==> src/rtl/array_ctrl_pkg.sv <==
// Shared types and helpers for the systolic-array sequencer.
//   ctrl_state_t : sequencer FSM state encoding
//   skew_len()   : FLUSH/DRAIN length, i.e. cycles for a skewed wavefront to cross the array
package array_ctrl_pkg;

    typedef enum logic [2:0] {
        StIdle,
        StWload,
        StCompute,
        StFlush,
        StDrain,
        StDone
    } ctrl_state_t;

    function automatic int unsigned skew_len(int unsigned height, int unsigned width);
        return height + width - 1;
    endfunction

endpackage

==> src/rtl/array_ctrl_skew_line.sv <==
// skew_line: 1-bit delay line exposing every tap.
//   clk, rst_n : clock, asynchronous active-low reset
//   clr        : synchronous clear of all stages
//   din        : base signal
//   taps[k]    : din delayed k cycles (taps[0] is din itself)
module skew_line #(
    parameter int unsigned LEN = 4
) (
    input  logic           clk,
    input  logic           rst_n,
    input  logic           clr,
    input  logic           din,
    output logic [LEN-1:0] taps
);

    generate
        if (LEN > 1) begin : g_line
            logic [LEN-1:1] stage_q;

            always_ff @(posedge clk or negedge rst_n) begin
                if (!rst_n) begin
                    stage_q <= '0;
                end else if (clr) begin
                    stage_q <= '0;
                end else begin
                    stage_q[1] <= din;
                    for (int i = 2; i < LEN; i++) begin
                        stage_q[i] <= stage_q[i-1];
                    end
                end
            end

            assign taps = {stage_q, din};
        end else begin : g_wire
            assign taps = din;
        end
    endgenerate

endmodule

==> src/rtl/array_ctrl.sv <==
// array_ctrl: one-tile sequencer for a HEIGHT x WIDTH unary-rate systolic array.
//   start / abort                : begin tile (IDLE only) / synchronous return to IDLE
//   cfg_mac_cycles, cfg_num_vec  : M (0 treated as 1) and N, latched on accepted start
//   busy, done                   : not-IDLE flag, one-cycle end-of-tile pulse
//   wght_req, ifm_req            : buffer pops (one per WLOAD cycle / one per vector)
//   en_i, clr_i, mac_done        : row controls, bit h delayed h cycles
//   en_w, clr_w, en_o, clr_o     : column controls, bit w delayed w cycles
//   ofm_valid                    : en_o registered one cycle
module array_ctrl
    import array_ctrl_pkg::*;
#(
    parameter int unsigned HEIGHT = 4,
    parameter int unsigned WIDTH  = 4,
    parameter int unsigned CWIDTH = 16
) (
    input  logic              clk,
    input  logic              rst_n,
    input  logic              start,
    input  logic              abort,
    input  logic [CWIDTH-1:0] cfg_mac_cycles,
    input  logic [CWIDTH-1:0] cfg_num_vec,
    output logic              busy,
    output logic              done,
    output logic              wght_req,
    output logic              ifm_req,
    output logic [HEIGHT-1:0] en_i,
    output logic [HEIGHT-1:0] clr_i,
    output logic [HEIGHT-1:0] mac_done,
    output logic [WIDTH-1:0]  en_w,
    output logic [WIDTH-1:0]  clr_w,
    output logic [WIDTH-1:0]  en_o,
    output logic [WIDTH-1:0]  clr_o,
    output logic [WIDTH-1:0]  ofm_valid
);

    localparam int unsigned SLEN = skew_len(HEIGHT, WIDTH);
    localparam logic [CWIDTH-1:0] H_LAST = CWIDTH'(HEIGHT - 1);
    localparam logic [CWIDTH-1:0] S_LAST = CWIDTH'(SLEN - 1);
    localparam logic [CWIDTH-1:0] ONE    = CWIDTH'(1);

    ctrl_state_t       state_q, state_d;
    logic [CWIDTH-1:0] cyc_q, cyc_d;
    logic [CWIDTH-1:0] vec_q, vec_d;
    logic [CWIDTH-1:0] m_last_q, m_last_d;
    logic [CWIDTH-1:0] num_vec_q, num_vec_d;
    logic [WIDTH-1:0]  ofm_valid_q;

    logic b_en_i, b_clr_i, b_mac_done;
    logic b_en_w, b_clr_w, b_en_o, b_clr_o;

    // cyc_q is shared: phase counter in WLOAD/FLUSH/DRAIN, bit counter within a vector in COMPUTE.
    always_comb begin
        state_d   = state_q;
        cyc_d     = cyc_q;
        vec_d     = vec_q;
        m_last_d  = m_last_q;
        num_vec_d = num_vec_q;
        if (abort) begin
            state_d = StIdle;
            cyc_d   = '0;
            vec_d   = '0;
        end else begin
            unique case (state_q)
                StIdle: begin
                    if (start) begin
                        state_d   = StWload;
                        cyc_d     = '0;
                        vec_d     = '0;
                        m_last_d  = (cfg_mac_cycles == '0) ? '0 : cfg_mac_cycles - ONE;
                        num_vec_d = cfg_num_vec;
                    end
                end
                StWload: begin
                    if (cyc_q == H_LAST) begin
                        cyc_d   = '0;
                        state_d = (num_vec_q == '0) ? StFlush : StCompute;
                    end else begin
                        cyc_d = cyc_q + ONE;
                    end
                end
                StCompute: begin
                    if (cyc_q == m_last_q) begin
                        cyc_d = '0;
                        if (vec_q == num_vec_q - ONE) begin
                            vec_d   = '0;
                            state_d = StFlush;
                        end else begin
                            vec_d = vec_q + ONE;
                        end
                    end else begin
                        cyc_d = cyc_q + ONE;
                    end
                end
                StFlush: begin
                    if (cyc_q == S_LAST) begin
                        cyc_d   = '0;
                        state_d = StDrain;
                    end else begin
                        cyc_d = cyc_q + ONE;
                    end
                end
                StDrain: begin
                    if (cyc_q == S_LAST) begin
                        cyc_d   = '0;
                        state_d = StDone;
                    end else begin
                        cyc_d = cyc_q + ONE;
                    end
                end
                StDone:  state_d = StIdle;
                default: state_d = StIdle;
            endcase
        end
    end

    always_ff @(posedge clk or negedge rst_n) begin
        if (!rst_n) begin
            state_q     <= StIdle;
            cyc_q       <= '0;
            vec_q       <= '0;
            m_last_q    <= '0;
            num_vec_q   <= '0;
            ofm_valid_q <= '0;
        end else begin
            state_q     <= state_d;
            cyc_q       <= cyc_d;
            vec_q       <= vec_d;
            m_last_q    <= m_last_d;
            num_vec_q   <= num_vec_d;
            ofm_valid_q <= abort ? '0 : en_o;
        end
    end

    // Base (unskewed) controls, decoded straight from state and counters.
    always_comb begin
        b_en_w     = (state_q == StWload);
        b_clr_w    = b_en_w && (cyc_q == '0);
        b_en_i     = (state_q == StCompute);
        b_clr_i    = b_en_i && (cyc_q == '0);
        b_mac_done = b_en_i && (cyc_q == m_last_q);
        b_en_o     = (state_q == StDrain) && (cyc_q <= H_LAST);
        b_clr_o    = (state_q == StDrain) && (cyc_q == '0);
    end

    assign busy      = (state_q != StIdle);
    assign done      = (state_q == StDone);
    assign wght_req  = b_en_w;
    assign ifm_req   = b_clr_i;
    assign ofm_valid = ofm_valid_q;

    skew_line #(.LEN(HEIGHT)) u_skew_en_i (
        .clk(clk), .rst_n(rst_n), .clr(abort), .din(b_en_i), .taps(en_i)
    );
    skew_line #(.LEN(HEIGHT)) u_skew_clr_i (
        .clk(clk), .rst_n(rst_n), .clr(abort), .din(b_clr_i), .taps(clr_i)
    );
    skew_line #(.LEN(HEIGHT)) u_skew_mac_done (
        .clk(clk), .rst_n(rst_n), .clr(abort), .din(b_mac_done), .taps(mac_done)
    );
    skew_line #(.LEN(WIDTH)) u_skew_en_w (
        .clk(clk), .rst_n(rst_n), .clr(abort), .din(b_en_w), .taps(en_w)
    );
    skew_line #(.LEN(WIDTH)) u_skew_clr_w (
        .clk(clk), .rst_n(rst_n), .clr(abort), .din(b_clr_w), .taps(clr_w)
    );
    skew_line #(.LEN(WIDTH)) u_skew_en_o (
        .clk(clk), .rst_n(rst_n), .clr(abort), .din(b_en_o), .taps(en_o)
    );
    skew_line #(.LEN(WIDTH)) u_skew_clr_o (
        .clk(clk), .rst_n(rst_n), .clr(abort), .din(b_clr_o), .taps(clr_o)
    );

endmodule

==> config.mk <==
export PLATFORM = sky130hd
export DESIGN_NAME = array_ctrl
export DESIGN_NICKNAME = d
export VERILOG_FILES = /design/src/rtl/array_ctrl_pkg.sv /design/src/rtl/array_ctrl_skew_line.sv /design/src/rtl/array_ctrl.sv
export SDC_FILE = /design/constraint.sdc
export NUM_CORES = 1
export LEC_CHECK = 0
export CORE_MARGIN = 8
export CORE_UTILIZATION = 55
export DETAILED_ROUTE_END_ITERATION = 7
export PLACE_DENSITY = 0.8
export RECOVER_POWER = 100
export SYNTH_ARGS = -nofsm -noshare
export SYNTH_HDL_FRONTEND = slang
export SYNTH_SLANG_ARGS = --single-unit
==> constraint.sdc <==
create_clock -name clk -period 3.6 [get_ports clk]
set_input_delay 0.54 -clock clk [delete_from_list [all_inputs] [get_ports clk]]
set_output_delay 0.54 -clock clk [all_outputs]
set_load 0.02 [all_outputs]
==> parameters.txt <==
Parameter                              Value

Global routing
  Initial antenna violation count    1
  Vias in the first global route    4200
  Busiest grt layer    met2
  Global routing met3 resource utilization    3.92%
  Wire length of the first global-routing pass    19.9 mm
  All-Layer GR Usage    19.0%
  GR met2 Demand/Resource    30.1%
  Global route total overflow    0
  GRT met1 Usage    24.9%
  Largest net degree at the start of global routing    90

Worst hold path
  Class of the worst hold path    reg2reg
  Worst hold path stage count    1
  Sink of the worst hold path    u_skew_clr_w.g_line.stage_q[3]
  Hold path start    u_skew_clr_w.g_line.stage_q[2]

Detailed routing
  Per-cell routed wire length    16.0 µm
  Drt pass-1 iters    5
  Number of vias in the routed layout    4310
  Via/cell ratio    5.82
  Number of design rule violations left after detail routing    0
  Remaining antenna violation count    0
  Initial DRC Count    315
  Drt total wl    11.8 mm

Clock network
  Root buf cell    clkbuf_8
  Worst-path clk slew    0.09 ns
  Number of buffers inserted for hold repair after clock tree synthesis    0
  Number of clock buffers inserted by TritonCTS    9
  Clock Sink Count    89
  Clock latency at the later pin of the worst-skew pair    0.36 ns
  Post-CTS Resized    0
  Clock buffer depth    2
  Post-CTS setup repair buffer count    0
  Maximum level of the CTS H-tree    3
  TritonCTS clock tree    built

Synth
  Synthesized cell area    5130 µm²
  FFs w/ async S/R, synth    100%
  Commonest cells in the synthesized netlist    nand2_1, dfrtp_1, nor2_1
  Mapped Nets    620
  Cell with the most instances after synthesis    nand2_1
  Synth cell types    59
  Portion of the post-synthesis area used by sequential elements    43.4%
  Top cells by area, synth    dfrtp_1, nand2_1, xnor2_1
  Cell accounting for the most synthesized area    dfrtp_1
  Most instantiated flip-flop cell in the synthesis netlist    dfrtp_1
  Share of the synthesized area in the top cell type    43.4%
  Post-Synthesis Mean Instance Area    8.87 µm²
  Synth Register Bits    89
  Gate Count Post-Synth    578
  Number of synthesized flops with an enable pin    0
  Number of warnings printed during yosys synthesis    0

Final layout
  Synthesis-to-finish area growth    17.0%
  Post-layout nets    666
  Diodes inserted    0
  Multi-input logic area    2590 µm²
  Filler cell count in the final layout    764
  Fraction of final layout cells sized beyond drive strength 1    4.93%
  Utilization after layout    65.6%
  Area used by sequential logic in the layout    2230 µm²

Power and ir drop
  Power after layout    3570 µW
  Worst supply voltage drop on vdd    333 µV
  P per Cell Area    595 nW/µm²
  Leakage Power    0.00269 µW

Outcome
  Violations in the final reports    max-capacitance violations, max-slew violations
  Status    finished with violations

Critical path
  Register-to-register setup slack    0.40 ns
  Critical Path Start Type    flip-flop
  Buffers plus inverters on the worst setup path    1
  Critical register-to-register path endpoint    vec_q[6]
  Data required time of the critical path    3.85 ns
  Worst Path Arrival    3.45 ns
  Maximum fanout encountered on the critical timing path    11
  Critical path's largest stage delay    0.59 ns
  CP top delay family    simple AND/OR/NAND/NOR gates
  Worst R2R Path Depth    8
  Cell with the biggest individual delay on the critical path    or4_4
  Setup CP Type    reg2reg
  Critical Path End Type    flip-flop
  R2r startpoint    num_vec_q[2]
  CP cell instances    or4_4 > or3_4 > o211a_1 > a221oi_2 > nand4_1 > clkbuf_1 > a31o_1 > a32o_1

Place
  Half-perimeter wire length after placement    8.83 mm
  Gp weighted congestion    0.918
  Port-buffer cells    71
  Pre-CTS setup slack    0.507 ns

STA
  Final hold violation count    0
  Maximum achievable frequency    313 MHz
  Min Tclk post-route    3.20 ns
  Worst Setup Slack, final    0.403 ns
  Final hold slack    0.493 ns
  Final slew viol count    122
  Unrepaired setup endpoints after global routing    no
  Measured slew at the worst slew-check pin    2.21 ns
  Sum of negative setup slack    0 ns
  Max-slew headroom at the worst pin    -47.5%
  Final clock period utilization by the worst path    88.8%
  Finish-stage setup viols    0
  Post-Route Skew    0.0178 ns

Die
  Floorplan Core Area    9150 µm²
  Number of placed I/O pins    72
  Number of cell rows    35
  Die height    113 µm
  Die outline area    12700 µm²
  Overall die width    113 µm
  Starting density of the core    56.0%

Job
  MaxCap Viol Count    2
[routing by layer]
metal / vias to the layer above / wire length (µm) / part of all wire [%]
met5: - / 13 / 0.11
met4: 2 / 196 / 1.7
met3: 20 / 756 / 6.4
met2: 162 / 5370 / 45
met1: 2041 / 5500 / 46
li1: 2085 / - / -
[stage by stage]
| stage | area [µm²] | instances |
|---|---|---|
| after floorplan | 5130 | 578 |
| after global placement | 5800 | 724 |
| after detailed placement | 5800 | 724 |
| after CTS | 6020 | 740 |
| after global routing | 6000 | 740 |
| final | 6000 | 740 |
[registers in the layout (all words and copies together), names as in the netlist]
name	count
u_skew_en_o.g_line.stage_q	2
m_last_q	16
ofm_valid	2
u_skew_clr_i.g_line.stage_q	3
vec_q	16
u_skew_mac_done.g_line.stage_q	3
u_skew_clr_w.g_line.stage_q	3
u_skew_en_w.g_line.stage_q	3
u_skew_en_i.g_line.stage_q	3
u_skew_clr_o.g_line.stage_q	3
num_vec_q	16
cyc_q	16
state_q	3
[layout by cell type, fill, tap and decap left out, types with 5 or more instances in the layout]
cell	count
inv_1	21
o21ai_0	31
nand3_1	22
clkdlybuf4s50_1	33
nor4_1	14
clkbuf_1	5
dfrtp_1	89
a21o_1	5
nor3_1	17
ha_1	6
a21oi_1	17
nand2b_1	6
xor2_1	29
a31o_1	6
nor2b_1	21
and3_1	8
nand4_1	16
nor2_1	33
nand2_1	90
a31oi_1	5
a32o_1	7
dlygate4sd3_1	37
clkbuf_8	9
xnor2_1	29
[where the power goes]
part,internal (µW),switching [µW],total (µW)
combinational,578,738,1320
sequential,1210,274,1480
clock,399,379,778
[worst max path at each step]
stage	slack, ns	startpoint	endpoint	cells after the start
after global placement	0.57	num_vec_q[2]	vec_q[8]	8
after CTS	0.47	cyc_q[3]	clr_o[0]	5
after detailed placement	0.51	num_vec_q[2]	vec_q[6]	8
after floorplan	0.96	num_vec_q[2]	vec_q[6]	9
final	0.40	num_vec_q[2]	vec_q[6]	8
after global routing	0.20	num_vec_q[6]	vec_q[6]	8
[cells by family (layout without fill, tap and decap cells)]
family / Yosys count / in the layout / share of synthesized area [%]
AO/OA/AOI/OAI: 95 / 95 / 12.4
multiplexers: 4 / 4 / 0.781
adder cells (fa/ha/maj): 6 / 6 / 1.46
AND/OR/NAND/NOR: 261 / 261 / 25.9
buffers and inverters: 65 / 116 / 6.10
flip-flops: 89 / 89 / 43.4
XOR/XNOR: 58 / 58 / 9.90
[final cells by class]
type | instances | area share (%)
Clock buffer | 9 | 2.06
Clock inverter | 7 | 1.67
Inverter | 22 | 1.38
Multi-Input combinational cell | 424 | 43.1
Sequential cell | 89 | 37.1
Tap cell | 111 | 2.31
Timing Repair Buffer | 78 | 12.3
(Power assumes the default switching activity.)
